--- config.mk ---
export PLATFORM = sky130hd
export DESIGN_NAME = sort4_serializer
export DESIGN_NICKNAME = d
export VERILOG_FILES = /design/src/rtl/sort_pkg.sv /design/src/rtl/frame_fifo.sv /design/src/rtl/sort4_serializer.sv
export SDC_FILE = /design/constraint.sdc
export NUM_CORES = 1
export LEC_CHECK = 0
export ABC_AREA = 1
export CORE_ASPECT_RATIO = 0.9
export CORE_MARGIN = 1
export CORE_UTILIZATION = 45
export DETAILED_ROUTE_END_ITERATION = 8
export DONT_BUFFER_PORTS = 1
export PLACE_DENSITY = 0.56
export SYNTH_ARGS = -nofsm -noshare
export SYNTH_HDL_FRONTEND = slang
export SYNTH_SLANG_ARGS = --single-unit
--- constraint.sdc ---
create_clock -name clk -period 4.88 [get_ports clk]
set_clock_uncertainty 0.2 [all_clocks]
set_input_delay 0.488 -clock clk [delete_from_list [all_inputs] [get_ports clk]]
set_output_delay 0.488 -clock clk [all_outputs]
set_load 0.05 [all_outputs]
--- src/rtl/sort_pkg.sv ---
`default_nettype none
// ============================================================================
// Module  : sort_pkg
// Purpose : Shared definitions for the 4-element sort engine and its output
//           serializer: element width, frame size, the frame type and the
//           serializer state encoding.
// Ports   : none (package)
// Rev     : 1.0  initial release
// ============================================================================
package sort_pkg;

   localparam int DW     = 8;
   localparam int SORT_N = 4;

   // One sorted frame, element 0 in the least-significant slot.
   typedef logic [SORT_N-1:0][DW-1:0] frame_t;

   typedef enum logic [0:0] {
      ST_IDLE = 1'b0,
      ST_EMIT = 1'b1
   } state_e;

endpackage : sort_pkg
`default_nettype wire

--- src/rtl/frame_fifo.sv ---
`default_nettype none
// ============================================================================
// Module  : frame_fifo
// Purpose : Small circular buffer of whole frames. Exposes the head entry and
//           the entry behind it so the reader can switch frames without a
//           bubble.
// Ports   : clk, rst_n (async, active-low)
//           i_push/i_data  : write a frame at the tail
//           i_pop          : retire the head frame
//           o_head/o_next  : head frame and the frame queued behind it
//           o_full/o_empty/o_count : occupancy
// Rev     : 1.0  initial release
// ============================================================================
module frame_fifo #(
   parameter int W     = 32,
   parameter int DEPTH = 2
) (
   input  logic                    clk,
   input  logic                    rst_n,
   input  logic                    i_push,
   input  logic [W-1:0]            i_data,
   input  logic                    i_pop,
   output logic [W-1:0]            o_head,
   output logic [W-1:0]            o_next,
   output logic                    o_full,
   output logic                    o_empty,
   output logic [$clog2(DEPTH):0]  o_count
);

   localparam int AW = $clog2(DEPTH);

   logic [W-1:0]  r_mem [DEPTH];
   logic [AW-1:0] r_wr_ptr;
   logic [AW-1:0] r_rd_ptr;
   logic [AW:0]   r_count;

   logic          w_pop;
   logic          w_push;
   logic [AW-1:0] w_rd_next;

   assign w_pop     = i_pop & ~o_empty;
   // A push into a full buffer is legal only when the head leaves this cycle;
   // the write then lands in the slot being vacated.
   assign w_push    = i_push & (~o_full | w_pop);
   assign w_rd_next = r_rd_ptr + AW'(1);

   assign o_head  = r_mem[r_rd_ptr];
   assign o_next  = r_mem[w_rd_next];
   assign o_full  = (r_count == (AW+1)'(DEPTH));
   assign o_empty = (r_count == '0);
   assign o_count = r_count;

   // Storage carries no reset; pointers and count define validity.
   always_ff @(posedge clk) begin
      if (w_push) begin
         r_mem[r_wr_ptr] <= i_data;
      end
   end

   always_ff @(posedge clk or negedge rst_n) begin
      if (!rst_n) begin
         r_wr_ptr <= '0;
         r_rd_ptr <= '0;
         r_count  <= '0;
      end else begin
         if (w_push) begin
            r_wr_ptr <= r_wr_ptr + AW'(1);
         end
         if (w_pop) begin
            r_rd_ptr <= w_rd_next;
         end
         case ({w_push, w_pop})
            2'b10:   r_count <= r_count + (AW+1)'(1);
            2'b01:   r_count <= r_count - (AW+1)'(1);
            default: r_count <= r_count;
         endcase
      end
   end

endmodule : frame_fifo
`default_nettype wire

--- src/rtl/sort4_serializer.sv ---
`default_nettype none
// ============================================================================
// Module  : sort4_serializer
// Purpose : Buffers sorted 4-element frames and streams them out one element
//           per transfer with valid/ready handshaking. Flags dropped frames
//           (overflow) and frames that were not ascending (order_err).
// Ports   : clk, rst_n (async, active-low)
//           in_done, in_r0..in_r3 : frame input strobe and elements
//           clr                   : synchronous clear of sticky flags
//           out_data/out_valid/out_ready/out_idx/out_last : element stream
//           overflow, order_err   : sticky status flags
//           frames_pending        : frames held, including the one being sent
// Rev     : 1.0  initial release
// ============================================================================
module sort4_serializer #(
   parameter int DW    = 8,
   parameter int DEPTH = 2
) (
   input  logic                    clk,
   input  logic                    rst_n,
   input  logic                    in_done,
   input  logic [DW-1:0]           in_r0,
   input  logic [DW-1:0]           in_r1,
   input  logic [DW-1:0]           in_r2,
   input  logic [DW-1:0]           in_r3,
   input  logic                    clr,
   output logic [DW-1:0]           out_data,
   output logic                    out_valid,
   input  logic                    out_ready,
   output logic [1:0]              out_idx,
   output logic                    out_last,
   output logic                    overflow,
   output logic                    order_err,
   output logic [$clog2(DEPTH):0]  frames_pending
);

   localparam int FW = sort_pkg::SORT_N * DW;
   localparam int CW = $clog2(DEPTH) + 1;

   sort_pkg::state_e r_state;
   logic [DW-1:0]    r_data;
   logic [1:0]       r_idx;
   logic             r_overflow;
   logic             r_order_err;

   logic [FW-1:0]    w_in_frame;
   logic [FW-1:0]    w_head;
   logic [FW-1:0]    w_next;
   logic             w_full;
   logic             w_empty;
   logic [CW-1:0]    w_count;
   logic             w_xfer;
   logic             w_last_xfer;
   logic             w_accept;
   logic             w_push;
   logic             w_unsorted;
   logic [1:0]       w_idx_inc;

   function automatic logic [DW-1:0] f_elem(input logic [FW-1:0] frame,
                                            input logic [1:0]    idx);
      return frame[int'(idx)*DW +: DW];
   endfunction

   assign w_in_frame  = {in_r3, in_r2, in_r1, in_r0};
   assign w_xfer      = (r_state == sort_pkg::ST_EMIT) & out_ready;
   assign w_last_xfer = w_xfer & (r_idx == 2'd3);
   // A full buffer still takes a frame when the head retires this cycle.
   assign w_accept    = ~w_full | w_last_xfer;
   assign w_push      = in_done & w_accept;
   assign w_unsorted  = (in_r0 > in_r1) | (in_r1 > in_r2) | (in_r2 > in_r3);
   assign w_idx_inc   = r_idx + 2'd1;

   frame_fifo #(
      .W     (FW),
      .DEPTH (DEPTH)
   ) u_frame_fifo (
      .clk     (clk),
      .rst_n   (rst_n),
      .i_push  (w_push),
      .i_data  (w_in_frame),
      .i_pop   (w_last_xfer),
      .o_head  (w_head),
      .o_next  (w_next),
      .o_full  (w_full),
      .o_empty (w_empty),
      .o_count (w_count)
   );

   always_ff @(posedge clk or negedge rst_n) begin
      if (!rst_n) begin
         r_state <= sort_pkg::ST_IDLE;
         r_idx   <= 2'd0;
         r_data  <= '0;
      end else begin
         case (r_state)
            sort_pkg::ST_IDLE: begin
               if (!w_empty) begin
                  r_state <= sort_pkg::ST_EMIT;
                  r_idx   <= 2'd0;
                  r_data  <= f_elem(w_head, 2'd0);
               end
            end
            sort_pkg::ST_EMIT: begin
               if (out_ready) begin
                  r_idx <= w_idx_inc;
                  if (r_idx != 2'd3) begin
                     r_data <= f_elem(w_head, w_idx_inc);
                  end else if (w_count > CW'(1)) begin
                     // Another frame already queued behind the head.
                     r_data <= f_elem(w_next, 2'd0);
                  end else if (w_push) begin
                     // Buffer drains to the frame arriving right now.
                     r_data <= in_r0;
                  end else begin
                     r_state <= sort_pkg::ST_IDLE;
                     r_data  <= '0;
                  end
               end
            end
            default: begin
               r_state <= sort_pkg::ST_IDLE;
            end
         endcase
      end
   end

   // Sticky flags: a set event in the clearing cycle takes priority.
   always_ff @(posedge clk or negedge rst_n) begin
      if (!rst_n) begin
         r_overflow  <= 1'b0;
         r_order_err <= 1'b0;
      end else begin
         r_overflow  <= (r_overflow  & ~clr) | (in_done & ~w_accept);
         r_order_err <= (r_order_err & ~clr) | (w_push & w_unsorted);
      end
   end

   assign out_valid      = (r_state == sort_pkg::ST_EMIT);
   assign out_data       = r_data;
   assign out_idx        = r_idx;
   assign out_last       = out_valid & (r_idx == 2'd3);
   assign overflow       = r_overflow;
   assign order_err      = r_order_err;
   assign frames_pending = w_count;

endmodule : sort4_serializer
`default_nettype wire

### Word-level counts from Yosys, hierarchy flattened

Memories as Yosys holds them, arrays and structs flattened.
Index checks and enable logic that the tools add are counted.

* reduce and logical (&&, ||, !) cells: 3
* bitwise logic cells: 21
* $add $sub $neg: 5
* shifts and indexed selects: 1
* eq/ne operators: 7
* magnitude comparators: 4
* multiplexer cells: 18

Operator list (number)
* two-way mux 8 bit: 5
* indexed part select 32 x 6 -> 8 bit: 1
* > comparator 8 bit: 3
* one-hot mux 8 bit (2 select lines): 1
* bitwise AND 1 bit: 10
* one-hot mux 2 bit (2 select lines): 2
* two-way mux 1 bit: 7
* == test 2 bit (second input constant): 3
* != test 2 bit (second input constant): 3
* OR 1 bit: 6
* NOT 1 bit: 5
* adder 2 x 1 -> 2 bit (second input constant): 2
* two-way mux 2 bit: 2
* adder 1 bit (second input constant): 2
* == test 2 x 1 -> 1 bit (second input constant): 1
* > comparator 2 x 1 -> 1 bit (second input constant): 1
* logical NOT 2 bit: 1
* one-hot mux 1 bit (2 select lines): 1
* AND reduction 2 bit: 1
* nonzero test 2 bit: 1
* subtractor 2 x 1 -> 2 bit (second input constant): 1

* memories kept: 1
* flip-flop bits (word level): 17
* RAM bits: 64
* word-level logic and storage cells: 68

Memories
* u_frame_fifo.r_mem: words 2, bits a word 32, rd ports 2, clocked after Yosys merged registers in 0, wr ports 1, RTL line frame_fifo.sv:32 `logic [W-1:0] r_mem [DEPTH];`

### Logic depth before layout (Yosys ltp)

* word-level depth: 9
* gate-level depth with buffers: 13
* depth with buffers taken out: 13

### Cells and area by module

From an unflattened synthesis, not the netlist that was laid out.

* cells, all modules: 542
* area, all modules: 4663.2 um2

Modules (own cells, without submodules)
* frame_fifo: instances 1, area each 2929.1 um2, cells each 268
* sort4_serializer: instances 1, area each 1734.2 um2, cells each 274

### Least setup slack after synthesis

No wires, ideal clock.

* kind: register -> register
* start: reg u_frame_fifo.r_count[0] (netlist: u_frame_fifo.o_count[0])
* end: mem u_frame_fifo.r_mem[0][0] (enable)
* slack: 1421 ps
* data arrival time: 2838 ps
* cell stages (with the launch flop): 8
* buffers on the path: 0
* clock period less this slack: 3459 ps
* setup time: 421 ps
* required time: 4259 ps
* path through: dfrtp_1 inv_1 ha_1 nor3_2 inv_2 nand2_1 nand2_1 nor2_1

* cells in the longest elaborated chain, start to end: 7
* elaborated cells between the ends (all ways): 11
* those cells by class: eq/ne (1); mux (2); bitwise (7); reduce/logical (1)

RTL lines
* start, declared: RTL line frame_fifo.sv:35 `logic [AW:0] r_count;`
* start signal, assigned: RTL line frame_fifo.sv:73 `2'b10: r_count <= r_count + (AW+1)'(1);`
* start signal, assigned: RTL line frame_fifo.sv:74 `2'b01: r_count <= r_count - (AW+1)'(1);`
* start signal, assigned: RTL line frame_fifo.sv:75 `default: r_count <= r_count;`
* logical NOT 2 bit: RTL line frame_fifo.sv:50 `assign o_empty = (r_count == '0);`
* NOT 1 bit: RTL line frame_fifo.sv:41 `assign w_pop = i_pop & ~o_empty;`
* bitwise AND 1 bit: RTL line frame_fifo.sv:41
* via u_frame_fifo.w_pop: RTL line frame_fifo.sv:37 `logic w_pop;`
* OR 1 bit: RTL line frame_fifo.sv:44 `assign w_push = i_push & (~o_full | w_pop);`
* bitwise AND 1 bit: RTL line frame_fifo.sv:44
* two-way mux 1 bit: RTL line frame_fifo.sv:55 `if (w_push) begin`
* two-way mux 1 bit (not written as such): RTL line frame_fifo.sv:56 `r_mem[r_wr_ptr] <= i_data;`
* end, declared: RTL line frame_fifo.sv:32

The timed path passes the listed nets, and every way through them passes these cells.

### Worst setup path after layout

* start: reg r_idx[0] (netlist: out_idx[0])
* end: mem u_frame_fifo.r_mem[0][26] (enable)

* cells in the longest elaborated chain, start to end: 7
* elaborated cells between the ends (all ways): 9
* those cells by class: eq/ne (1); mux (2); bitwise (6)

RTL lines
* start, declared: RTL line sort4_serializer.sv:42 `logic [1:0] r_idx;`
* start signal, assigned: RTL line sort4_serializer.sv:105 `r_idx <= w_idx_inc;`
* == test 2 bit: RTL line sort4_serializer.sv:66 `assign w_last_xfer = w_xfer & (r_idx == 2'd3);`
* bitwise AND 1 bit: RTL line sort4_serializer.sv:66
* bitwise AND 1 bit: RTL line frame_fifo.sv:41
* via u_frame_fifo.w_pop: RTL line frame_fifo.sv:37
* OR 1 bit: RTL line frame_fifo.sv:44
* bitwise AND 1 bit: RTL line frame_fifo.sv:44
* two-way mux 1 bit: RTL line frame_fifo.sv:55
* two-way mux 1 bit (not written as such): RTL line frame_fifo.sv:56

The timed path passes the listed nets, and every way through them passes these cells.

==> run_results.csv <==
group,metric,value,unit
status,status,"finished clean",
drt,routed_wl,9640,um
drt,dr_total_vias,3071,
global_route,grt_overflow,0,
die,ios,53,
clock_tree,clk_latency,0.35,ns
layout,finish.net_count,550,
die,fp.dieH,95.1,um
global_route,grtUsageTotal,20.7,%
power_and_ir_drop,pwr-share-comb,40.0,%
clock_tree,cts_tree,"built",
clock_tree,cts_root_buf,"clkbuf_8",
drt,ant_nets,0,
critical_path,crit_path_max_incr_delay,0.85,ns
layout,drive_gt1_share,5.52,%
timing,setup_ws,2.03,ns
timing,hold_violations,0,
power_and_ir_drop,power.switching,1.32,mW
critical_path,critPathBufInv,3,
global_route,grt_use_met2,35.3,%
timing,setup_viol,0,
power_and_ir_drop,seq_power_share,45.0,%
global_route,grt_max_degree,47,
place,dp_hpwl,6980,um
timing,slew_headroom,45.6,%
synth,synth_top_area_share,44.3,%
synth,synthTopCellsByArea,"edfxtp_1 44%, dfrtp_1 9.8%, nand2_1 9.4%",
global_route,grt_pass1_wl,15400,um
die,rows,33,
layout,antennaDiodeCount,0,
drt,drtIter0Drc,125,
critical_path,critPathMaxFanout,32,
synth,synth.avg_cell_area,8.96,um^2
die,core_area,0.00925,mm^2
timing,tightest_slew,0.813,ns
place,post-place-ws,2.06,ns
clock_tree,post_cts_resized,0,
critical_path,reg2reg_depth,8,
power_and_ir_drop,p_leak,2.03,nW
critical_path,crit_path_cell_trace,"ha_1, inv_1, nor3_2, inv_2, nand2_1, nand2_1, nor2_2, buf_4",
clock_tree,cts_sinks,81,
critical_path,cp-start-kind,"register",
timing,tns,0,ns
global_route,antenna_found_initial,0,
place,io_buffers,0,
clock_tree,h-tree-depth,3,
clock_tree,cts_buffers,9,
drt,drc,0,
critical_path,crit_top_cell,"nand2_1",
synth,yosysWarnings,0,
min_path,hold_path.class,"input pin to register",
critical_path,critPathKind,"register to register",
layout,area_delta_synth_final,5.74,%
timing,min_period,2.85,ns
place,gp_congestion,0.779,
timing,max_freq,351,MHz
global_route,grt.busiest_layer,"met2",
global_route,first_global_vias,2974,
timing,grt_setup_unrepaired,"no",
die,start_util,46.9,%
critical_path,critPathArrivalTime,2.65,ns
critical_path,crit_path_end_kind,"register",
timing,slew_violations,0,
layout,stdcell_count,611,
synth,synth.distinct_cells,30,
critical_path,worstSetupPathDepth,8,
die,die_area,0.0100,mm^2
power_and_ir_drop,p_int,1.48,mW
synth,synth-seq-cells,81,
drt,wire_per_inst,15.8,um
die,fp.dieW,105,um
drt,vias_per_cell,5.03,
flow_run,drv_cap,0,
drt,drt_first_pass_iters,4,
critical_path,critical_path.top_delay_family,"flip-flops",
layout,fin_area,0.00459,mm^2
critical_path,slowest_stage,"dfrtp_1",
synth,syn-cell-area,0.00434,mm^2
power_and_ir_drop,power.density,611,mW/mm^2
power_and_ir_drop,clkPwrFrac,14.9,%
clock_tree,cts.clk_slew.worst_paths,0.08,ns
timing,fin_crit_sh,58.3,%
power_and_ir_drop,swShare,47.1,%
synth,ys_seq_area_share,54.1,%
global_route,grtUsageMet1,25.8,%
min_path,hold_depth,0,
place,dpl-instance-area,0.00441,mm^2
synth,syn_nets,550,
power_and_ir_drop,vdd_drop_max,0.000369,V
place,place_inst,594,
synth,yosysTopAreaCell,"edfxtp_1",
clock_tree,cts_buffer_depth,2,
power_and_ir_drop,power,2.80,mW
critical_path,required,4.68,ns
synth,synth_cells,484,
global_route,grt_use_met3,5.19,%
==> cells by family after synthesis <==
kind of cell,share of synthesized area (%)
xor+xnor,0.606
flops,54.1
fa+ha+maj,8.36
compound gates,9.03
simple gates,20.3
buf+inv,7.59
==> final timing paths <==
check / start / endpoint / slack (ns)
min in group asynchronous: rst_n / out_data[5] / 0.46
max reg2reg: out_idx[0] / u_frame_fifo.r_mem[0][26] / 2.03
min: in_r3[6] / u_frame_fifo.r_mem[0][30] / 0.02
max in group asynchronous: rst_n / u_frame_fifo.r_wr_ptr / 3.51
max: out_idx[0] / u_frame_fifo.r_mem[0][26] / 2.03
min reg2reg: u_frame_fifo.r_wr_ptr / u_frame_fifo.r_wr_ptr / 0.35
==> power groups by stage <==
stage / combinational, mW / clock, mW / sequential, mW
2_1_floorplan: 0.912 / 0 / 1.25
3_3_place_gp: 1.12 / 0 / 1.28
3_5_place_dp: 1.13 / 0 / 1.28
4_1_cts: 1.13 / 0.430 / 1.27
5_1_grt: 1.28 / 0.456 / 1.29
6_report: 1.12 / 0.419 / 1.26
==> layer usage <==
metal | share of wire, % | vias to the layer above
li1 | - | 1575
met1 | 45 | 1405
met2 | 48 | 81
met3 | 6.2 | 10
met4 | 1.0 | 0
met5 | 0 | -
==> cells in the final DEF (no fill, tap or decap), types with 3 or more instances in the layout <==
master and count:
o21ai_1 38, nand3_1 14, dfrtp_1 17, clkbuf_8 9
inv_1 54, inv_2 4, o21ai_0 17, nor2_1 87
a21oi_1 14, buf_4 3, nand4_1 3, ha_1 29
clkinv_1 4, nand2_1 109, edfxtp_1 64
==> state kept, by name (all words and copies together) (netlist names) <==
| signal | flops |
|---|---|
| out_valid | 1 |
| overflow | 1 |
| u_frame_fifo.r_rd_ptr | 1 |
| u_frame_fifo.r_mem | 64 |
| out_data | 8 |
| u_frame_fifo.r_wr_ptr | 1 |
| u_frame_fifo.o_count | 2 |
| out_idx | 2 |
| order_err | 1 |
==> synth_stat cells, drive strengths merged <==
library cell	n
buf	15
nor3	1
xnor2	2
a21o	2
o21ai	56
xor2	1
a21oi	14
ha	29
or2	3
nand2	111
dfrtp	17
clkinv	1
o211ai	2
o21a	1
inv	59
nor2	89
edfxtp	64
nand4	3
nand3	14
==> layout make-up <==
type	instances	area, um^2
Clock inverter	6	35.0
Inverter	60	228
Multi-Input combinational cell	328	1660
Timing Repair Buffer	4	32.5
Tap cell	122	153
Clock buffer	10	128
Fill cell	891	4660
Sequential cell	81	2350
==> metrics by stage <==
step	utilization, %	hold WS, ns
2_1_floorplan	-	-0.00759
3_3_place_gp	47.7	-0.00726
3_5_place_dp	47.7	-0.00724
4_1_cts	49.6	0.00582
5_1_grt	49.6	0.000321
6_report	49.6	0.0206
==> timing repair <==
action                                 4_1_cts  5_1_grt
setup endpoints to repair                    0        0
buffers inserted                             0        0
hold buffers                                 1        0
endpoints found under the hold margin       17        0
No activity file was read; power rests on OpenSTA's default activity.
